### src/rtl/id_ex_stage_pkg.sv
// Shared definitions for the ID/EX stage: bundle width default, FSM states,
// and the control-bundle bit layout that EX decodes.
package id_ex_stage_pkg;

  localparam int CTRL_W_DEF = 16;
  localparam int CNT_W      = 2;

  typedef enum logic {
    ST_RUN      = 1'b0,
    ST_LU_STALL = 1'b1
  } state_e;

  // Bit positions inside id_ctrl/ex_ctrl as consumed by EX.
  localparam int CTRL_ALU_OP_LSB  = 0;
  localparam int CTRL_ALU_OP_W    = 4;
  localparam int CTRL_ALU_SRC_IMM = 4;
  localparam int CTRL_MEM_WE      = 5;
  localparam int CTRL_BRANCH      = 6;
  localparam int CTRL_JUMP        = 7;
  localparam int CTRL_WB_SEL_LSB  = 8;
  localparam int CTRL_WB_SEL_W    = 2;

endpackage

### src/rtl/id_ex_stage_wb_bypass.sv
// WB->ID bypass: forwards the register-file write data being written this
// cycle to a source operand that reads the same register (never x0).
module wb_bypass (
  input  logic        wb_we,
  input  logic [4:0]  wb_wr,
  input  logic [31:0] wb_wd,
  input  logic [4:0]  rs,
  input  logic [31:0] rf_rd,
  output logic [31:0] rs_data
);

  assign rs_data = (wb_we && (wb_wr != 5'd0) && (wb_wr == rs)) ? wb_wd : rf_rd;

endmodule

### src/rtl/id_ex_stage.sv
// ID/EX pipeline register with WB bypass, load-use stall FSM, flush bubbles
// and external freeze.
module id_ex_stage
  import id_ex_stage_pkg::*;
#(
  parameter int CTRL_W     = CTRL_W_DEF,
  parameter int LU_BUBBLES = 1
) (
  input  logic              clk,
  input  logic              rst_n,
  input  logic              id_valid,
  input  logic [31:0]       id_pc,
  input  logic [4:0]        id_rs1,
  input  logic [4:0]        id_rs2,
  input  logic [4:0]        id_rd,
  input  logic [31:0]       id_imm,
  input  logic [CTRL_W-1:0] id_ctrl,
  input  logic              id_is_load,
  input  logic              id_rf_we,
  input  logic [31:0]       rf_rd1,
  input  logic [31:0]       rf_rd2,
  input  logic              wb_we,
  input  logic [4:0]        wb_wr,
  input  logic [31:0]       wb_wd,
  input  logic              ex_flush,
  input  logic              ext_stall,
  output logic              id_stall,
  output logic              ex_valid,
  output logic              ex_is_load,
  output logic              ex_rf_we,
  output logic [31:0]       ex_pc,
  output logic [31:0]       ex_imm,
  output logic [31:0]       ex_rs1_data,
  output logic [31:0]       ex_rs2_data,
  output logic [4:0]        ex_rs1,
  output logic [4:0]        ex_rs2,
  output logic [4:0]        ex_rd,
  output logic [CTRL_W-1:0] ex_ctrl
);

  logic              ex_valid_q, ex_valid_d;
  logic              ex_is_load_q, ex_is_load_d;
  logic              ex_rf_we_q, ex_rf_we_d;
  logic [31:0]       ex_pc_q, ex_pc_d;
  logic [31:0]       ex_imm_q, ex_imm_d;
  logic [31:0]       ex_rs1_data_q, ex_rs1_data_d;
  logic [31:0]       ex_rs2_data_q, ex_rs2_data_d;
  logic [4:0]        ex_rs1_q, ex_rs1_d;
  logic [4:0]        ex_rs2_q, ex_rs2_d;
  logic [4:0]        ex_rd_q, ex_rd_d;
  logic [CTRL_W-1:0] ex_ctrl_q, ex_ctrl_d;
  state_e            state_q, state_d;
  logic [CNT_W-1:0]  cnt_q, cnt_d;

  logic [31:0] rs1_data, rs2_data;
  logic        hazard;
  logic        bubble;

  wb_bypass u_byp_rs1 (
    .wb_we  (wb_we),
    .wb_wr  (wb_wr),
    .wb_wd  (wb_wd),
    .rs     (id_rs1),
    .rf_rd  (rf_rd1),
    .rs_data(rs1_data)
  );

  wb_bypass u_byp_rs2 (
    .wb_we  (wb_we),
    .wb_wr  (wb_wr),
    .wb_wd  (wb_wd),
    .rs     (id_rs2),
    .rf_rd  (rf_rd2),
    .rs_data(rs2_data)
  );

  assign hazard = id_valid && ex_valid_q && ex_is_load_q && (ex_rd_q != 5'd0) &&
                  ((ex_rd_q == id_rs1) || (ex_rd_q == id_rs2));

  assign bubble = ((state_q == ST_RUN) && hazard) || (state_q == ST_LU_STALL);

  // Gated by rst_n so the stall stays low for the whole reset window.
  assign id_stall = rst_n && (ext_stall || bubble);

  always_comb begin
    ex_valid_d    = ex_valid_q;
    ex_is_load_d  = ex_is_load_q;
    ex_rf_we_d    = ex_rf_we_q;
    ex_pc_d       = ex_pc_q;
    ex_imm_d      = ex_imm_q;
    ex_rs1_data_d = ex_rs1_data_q;
    ex_rs2_data_d = ex_rs2_data_q;
    ex_rs1_d      = ex_rs1_q;
    ex_rs2_d      = ex_rs2_q;
    ex_rd_d       = ex_rd_q;
    ex_ctrl_d     = ex_ctrl_q;
    state_d       = state_q;
    cnt_d         = cnt_q;

    if (ex_flush) begin
      ex_valid_d   = 1'b0;
      ex_is_load_d = 1'b0;
      ex_rf_we_d   = 1'b0;
      state_d      = ST_RUN;
      cnt_d        = '0;
    end else if (ext_stall) begin
      // Freeze: every register holds.
    end else if (bubble) begin
      ex_valid_d   = 1'b0;
      ex_is_load_d = 1'b0;
      ex_rf_we_d   = 1'b0;
      // The hazard cycle is the first bubble; LU_STALL covers the rest.
      if (state_q == ST_RUN) begin
        cnt_d = CNT_W'(LU_BUBBLES - 1);
        if (LU_BUBBLES > 1) state_d = ST_LU_STALL;
      end else begin
        cnt_d = cnt_q - CNT_W'(1);
        if (cnt_d == '0) state_d = ST_RUN;
      end
    end else begin
      ex_valid_d    = id_valid;
      ex_is_load_d  = id_valid && id_is_load;
      ex_rf_we_d    = id_valid && id_rf_we;
      ex_pc_d       = id_pc;
      ex_imm_d      = id_imm;
      ex_rs1_data_d = rs1_data;
      ex_rs2_data_d = rs2_data;
      ex_rs1_d      = id_rs1;
      ex_rs2_d      = id_rs2;
      ex_rd_d       = id_rd;
      ex_ctrl_d     = id_ctrl;
    end
  end

  always_ff @(posedge clk or negedge rst_n) begin
    if (!rst_n) begin
      ex_valid_q    <= 1'b0;
      ex_is_load_q  <= 1'b0;
      ex_rf_we_q    <= 1'b0;
      ex_pc_q       <= '0;
      ex_imm_q      <= '0;
      ex_rs1_data_q <= '0;
      ex_rs2_data_q <= '0;
      ex_rs1_q      <= '0;
      ex_rs2_q      <= '0;
      ex_rd_q       <= '0;
      ex_ctrl_q     <= '0;
      state_q       <= ST_RUN;
      cnt_q         <= '0;
    end else begin
      ex_valid_q    <= ex_valid_d;
      ex_is_load_q  <= ex_is_load_d;
      ex_rf_we_q    <= ex_rf_we_d;
      ex_pc_q       <= ex_pc_d;
      ex_imm_q      <= ex_imm_d;
      ex_rs1_data_q <= ex_rs1_data_d;
      ex_rs2_data_q <= ex_rs2_data_d;
      ex_rs1_q      <= ex_rs1_d;
      ex_rs2_q      <= ex_rs2_d;
      ex_rd_q       <= ex_rd_d;
      ex_ctrl_q     <= ex_ctrl_d;
      state_q       <= state_d;
      cnt_q         <= cnt_d;
    end
  end

  assign ex_valid    = ex_valid_q;
  assign ex_is_load  = ex_is_load_q;
  assign ex_rf_we    = ex_rf_we_q;
  assign ex_pc       = ex_pc_q;
  assign ex_imm      = ex_imm_q;
  assign ex_rs1_data = ex_rs1_data_q;
  assign ex_rs2_data = ex_rs2_data_q;
  assign ex_rs1      = ex_rs1_q;
  assign ex_rs2      = ex_rs2_q;
  assign ex_rd       = ex_rd_q;
  assign ex_ctrl     = ex_ctrl_q;

endmodule

### config.mk
export PLATFORM = sky130hd
export DESIGN_NAME = id_ex_stage
export DESIGN_NICKNAME = d
export VERILOG_FILES = /design/src/rtl/id_ex_stage_pkg.sv /design/src/rtl/id_ex_stage_wb_bypass.sv /design/src/rtl/id_ex_stage.sv
export SDC_FILE = /design/constraint.sdc
export NUM_CORES = 1
export LEC_CHECK = 0
export BUFFER_PORTS_ARGS = -buffer_cell sky130_fd_sc_hd__clkbuf_2
export CAP_MARGIN = 20
export CORE_AREA = 3 3 148 150
export CTS_CLUSTER_DIAMETER = 100
export CTS_CLUSTER_SIZE = 10
export DETAILED_ROUTE_END_ITERATION = 8
export DIE_AREA = 0 0 151 153
export PLACE_DENSITY = 0.72
export SYNTH_ARGS = -nofsm -noshare
export SYNTH_HDL_FRONTEND = slang
export SYNTH_SLANG_ARGS = --single-unit
### constraint.sdc
create_clock -name clk -period 2.5 [get_ports clk]
set_clock_uncertainty 0.05 [all_clocks]
set_input_delay 0.125 -clock clk [delete_from_list [all_inputs] [get_ports clk]]
set_output_delay 0.125 -clock clk [all_outputs]
set_load 0.02 [all_outputs]
* After elaboration in Yosys (flattened, before gate mapping) *
Cells that the tools add are included.

cells by class
  add/subtract/negate cells = 1
  equal/unequal tests = 5
  muxes and demuxes = 20
  bitwise logic cells = 4
  reduce and logical (&&, ||, !) cells = 20

operators by type and width
  operator             number
  $mux 32              2
  $eq 5x5->1           4
  $mux 1               14
  $logic_and 1x1->1    11
  $reduce_bool 5->1    2
  $mux 2               4
  $not 1->1            4
  $logic_or 1x1->1     3
  $reduce_and 3->1     1
  $logic_not 2->1      1
  $ne 2x2->1 const B   1
  $reduce_and 2->1     1
  $reduce_bool 2->1    1
  $sub 2x1->2 const B  1

word-level totals
  register bits after elaboration = 165
  bits of input ports = 204
  output and inout bits = 163
  logic and storage cells = 63

* Depth between registers and ports, before layout *
  depth after elaboration = 9
  mapped depth = 7
  mapped depth without buffers = 5

* Hierarchy *
Synthesis repeated with hierarchy kept, for this count alone.

unflattened totals
  cells, all modules = 470
  area total of the unflattened synthesis = 7962.6 µm²

modules (own cells, without submodules)
  module       times used  cells each  area an instance (µm²)  seq. area each (µm²)
  id_ex_stage  1           380         6774.0                  4129.0
  wb_bypass    2           45          594.3                   0.0

* Worst setup path before layout *
OpenSTA, ideal clock, no wires.

  path type = register -> register
  from = register ex_rd_q[0] (netlist: ex_rd[0])
  to = register ex_imm_q[0] (netlist: ex_imm[0])
  library setup time = 0.128 ns
  data arrival time = 1.756 ns
  data required time = 2.322 ns
  path slack = 0.566 ns
  cell stages (with the launch flop) = 7
  path buffers = 2
  period minus slack after synthesis = 1.934 ns
  cells stage by stage = dfrtp_1 -> nor3_1 -> a21oi_1 -> a21oi_4 -> buf_2 -> buf_4 -> mux2_1

between the ends
  longest elaborated chain between the ends = 7
  elaborated cells on any way between the ends = 10
  those cells by class = eq/ne: 2; bitwise: 1; reduce/logical: 7

RTL lines
  what                                                          line                                  source
  from (decl)                                                   id_ex_stage.sv:50                     logic [4:0] ex_rd_q, ex_rd_d;
  from (signal assigned)                                        id_ex_stage.sv:160                    ex_rd_q <= ex_rd_d;
  $eq 5x5->1 / $reduce_bool 5->1 (equally long branches)        id_ex_stage.sv:78, id_ex_stage.sv:77
  $logic_or 1x1->1 / $logic_and 1x1->1 (equally long branches)  id_ex_stage.sv:78, id_ex_stage.sv:77
  $logic_and 1x1->1 (*)                                         id_ex_stage.sv:77                     assign hazard = id_valid && ex_valid_q && ex_is_load_q && (ex_rd_q != 5'd0) &&
  $logic_and 1x1->1 (*)                                         id_ex_stage.sv:80                     assign bubble = ((state_q == ST_RUN) && hazard) || (state_q == ST_LU_STALL);
  $logic_or 1x1->1 (*)                                          id_ex_stage.sv:80
  $not 1->1 (no line) (*)                                       -
  $reduce_and 3->1 (no line) (*)                                -
  to (signal assigned)                                          id_ex_stage.sv:155                    ex_imm_q <= ex_imm_d;
  to (decl)                                                     id_ex_stage.sv:45                     logic [31:0] ex_imm_q, ex_imm_d;

Every way passes the cells marked *; elsewhere a longest branch is shown, timed or not.
A chain may end at the register's enable or synchronous reset.

* Worst setup path after layout *
  from = input id_valid
  to = output id_stall

between the ends
  longest elaborated chain between the ends = 8

RTL lines
  what                             line               source
  from (decl)                      id_ex_stage.sv:11  input logic id_valid,
  $logic_and 1x1->1 (4 in series)  id_ex_stage.sv:77
  $logic_and 1x1->1                id_ex_stage.sv:80
  $logic_or 1x1->1                 id_ex_stage.sv:80
  $logic_or 1x1->1                 id_ex_stage.sv:83  assign id_stall = rst_n && (ext_stall || bubble);
  $logic_and 1x1->1                id_ex_stage.sv:83
  to (decl)                        id_ex_stage.sv:27  output logic id_stall,

No other way between the ends.

==> results.toml <==
[floorplan]
rows = 53
die_y_um = 153
die-area_um2 = 23100
die_w_um = 151
ios = 367
start_util_pct = 34.8
core_um2 = 20800

[final_layout]
layout-area-overhead-vs-synth_pct = 54.6
fin_nets = 1238
final_util_pct = 53.7
fillers = 1739
drive_gt1_share_pct = 47.5

[timing]
fmax_mhz = 455
worstMarginPinSlew_ns = 0.717
drv_slew = 0
rsz0062_at_grt = "no"
finalSetupTns_ns = 0
min_period_ns = 2.20
slew_headroom_pct = 52.2
fin_crit_sh_pct = 87.9
setup_viol = 0
setup_slack_ns = 0.303
timing.hold.ws_ns = 0.00317
hold_viol_final = 0

[worst_setup_path]
cp_max_fo = 4
path_buf_inv = 3
crit_family = "buffers and inverters"
cp-end-kind = "output pin"
crit_top_cell = "clkbuf_2"
worstPathRequired_ns = 2.33
crit_slowest_cell = "dlygate4sd3_1"
slowest_delay_ns = 0.52
cp-start-kind = "input pin"
arrival_ns = 2.02
crit_type = "input pin to output pin"
worstPathCellList = "dlygate4sd3_1, clkbuf_2, nand3_1, a21oi_1, and2_1, o31a_1, clkbuf_2"

[cts]
clkSinkCount = 165
cts_tree = "done"
clock_latency_ns = 0.42
holdBufCountCts = 129
cts_inserted_buffers = 17
clk_pin_slew_ns = 0.07
post_cts_buffers = 0
cts_root_buffer = "clkbuf_16"
h-tree-depth = 4
post_cts_resized = 0
clock_path_buffers = 2

[logic_synthesis]
synth.largest_area_cell = "dfrtp_1"
synth_warnings = 0
ys_ff_latch = 165
synthCells = 545
synth_top_area_share_pct = 57.1
yosysSeqAreaShare_pct = 57.1
synth.distinct_cells = 37
synth.area.top_cells = "dfrtp_1 (57%), mux2_2 (13%), mux2i_1 (8.9%), a22oi_1 (6.6%), nor2_1 (3.4%)"
synthesis.nets = 750
syn_avg_cell_area_um2 = 13.3
synth_area_um2 = 7240

[routing]
route.vias.total = 6347
drt-total-wl_mm = 22.1
vias_per_cell = 4.80
drc_errors = 0
dr.pass1.iters = 5
routedWlPerCell_um = 16.7
drt_iter0_markers = 223
ant_nets = 0

[grt]
track_usage_pct = 18.9
grt_pass1_vias = 6744
grt_max_degree = 85
grt_first_pass_wirelength_mm = 34.8
use_met2_pct = 33.4
met1_usage_pct = 21.7
busiest_layer = "met2"
grt_overflow = 0
grt_antenna_before_repair = 1
grt_use_met3_pct = 5.01

[worst_hold_path]
hold_path.class = "input pin to flop"

[power_and_ir_drop]
vdd_drop_max_uv = 462
p_per_area_nw_per_um2 = 674
leakagePower_nw = 5.09

[placement]
pre_cts_slack_ns = 0.403
io_buffers = 366
gp_congestion = 0.784
hpwlAfterDp_mm = 15.1

[status]
status = "complete, no violations"

[run]
max_cap_viol_count = 0
## cell families (layout without fill, tap and decap cells)
family          Yosys count  in the layout  share of synthesized area (%)
compound gates           76             76                           8.25
xor+xnor                 20             20                           2.42
fa+ha+maj                 1              1                          0.173
buf+inv                  39            540                           2.96
flops                   165            165                           57.1
mux                     159            159                           23.6
other cells               0              1                              0
simple gates             85             85                           5.52
## cell usage in the layout, fill, tap and decap left out, types with 3 or more instances in the layout
cell type | synthesis | layout
clkbuf_2 | 0 | 365
dfrtp_1 | 165 | 165
dlygate4sd3_1 | 0 | 129
mux2_2 | 82 | 82
nor2_1 | 65 | 65
mux2i_1 | 64 | 64
a22oi_1 | 64 | 64
clkbuf_16 | 0 | 17
xnor2_1 | 16 | 16
mux2_1 | 13 | 13
buf_4 | 2 | 6
nand3_1 | 5 | 5
inv_6 | 0 | 5
xor2_1 | 4 | 4
buf_12 | 0 | 4
inv_1 | 3 | 3
clkinv_2 | 0 | 3
inv_8 | 0 | 3
## state kept, by name (all words and copies together), names as in the netlist, 2 cells and up
| signal | cells |
|---|---|
| cnt_q | 2 |
| ex_rd | 5 |
| ex_rs1 | 5 |
| ex_rs2 | 5 |
| ex_imm | 32 |
| ex_pc | 32 |
| ex_ctrl | 16 |
| ex_rs2_data | 32 |
| ex_rs1_data | 32 |
## report_power, final
group	internal (mW)	total, mW	switching [mW]	leakage (nW)
clock	1.31	2.45	1.14	0.272
combinational	0.811	1.86	1.04	2.96
sequential	3.02	3.23	0.212	1.86
## final timing paths
path	from	endpoint	slack, ns	cells past startpoint
min in group asynchronous	rst_n	ex_imm[4]$_DFFE_PN0P_	0.13	2
setup / recovery	id_valid	id_stall	0.30	7
setup reg to reg	ex_rd[1]$_DFFE_PN0P_	ex_ctrl[5]$_DFFE_PN0P_	0.37	5
hold reg to reg	ex_imm[8]$_DFFE_PN0P_	ex_imm[8]$_DFFE_PN0P_	0.44	1
max in group asynchronous	rst_n	ex_pc[26]$_DFFE_PN0P_	1.46	3
hold / removal	rf_rd1[13]	ex_rs1_data[13]$_DFFE_PN0P_	0.003	3
## synthesized netlist by cell type
cell type	n
nand2b_1	1
o22ai_2	1
or4_1	1
o21ai_4	1
and2_1	1
nor2_1	65
a22o_1	1
o41ai_1	2
a32o_1	2
nor4b_1	1
buf_4	2
o31a_1	1
nor2_2	1
and3_1	1
a21oi_1	2
nor3_1	1
a31oi_1	1
xnor2_1	16
mux2i_1	64
inv_1	3
dfrtp_1	165
mux2_1	13
mux2_2	82
ha_1	1
a21oi_4	1
xor2_1	4
buf_6	6
nand3_1	5
nand2_1	2
nor4_4	2
nor2b_1	1
buf_2	12
clkbuf_1	16
nor4bb_1	1
or2_2	1
a22oi_1	64
or3_4	1
## worst reg2reg max path, stage by stage, from the launching register on
cell,delay [ns]
dfrtp_1,0.44
nor3_1,0.21
a21oi_1,0.19
a21oi_4,0.26
buf_12,0.36
mux2_2,0.51
## metal layers
metal | part of all wire [%] | routed length (µm) | vias up
met5 | 0 | 0 | -
met4 | 2.9 | 651 | 0
met3 | 7.4 | 1630 | 43
met2 | 51 | 11200 | 274
met1 | 39 | 8640 | 3081
li1 | - | - | 2949
## area by class of cell
type / instances / area (µm²) / share of cell area (%)
multi-input cells: 341 / 2900 / 25.9
well taps: 275 / 344 / 3.08
diodes: 1 / 2.50 / 0.0224
clock buffers: 18 / 429 / 3.84
inverters: 3 / 11.3 / 0.101
flip-flops and latches: 165 / 4130 / 36.9
clock inverters: 14 / 118 / 1.05
repair buffers: 505 / 3250 / 29.1
## through the flow
stage	std cells	area [µm²]	total power [mW]
floorplan	545	7240	4.21
global route	1322	11200	7.93
finish	1322	11200	7.54
global placement	1160	9350	4.94
CTS	1321	11200	7.63
detailed placement	1160	9350	4.98
(Power assumes the default switching activity.)
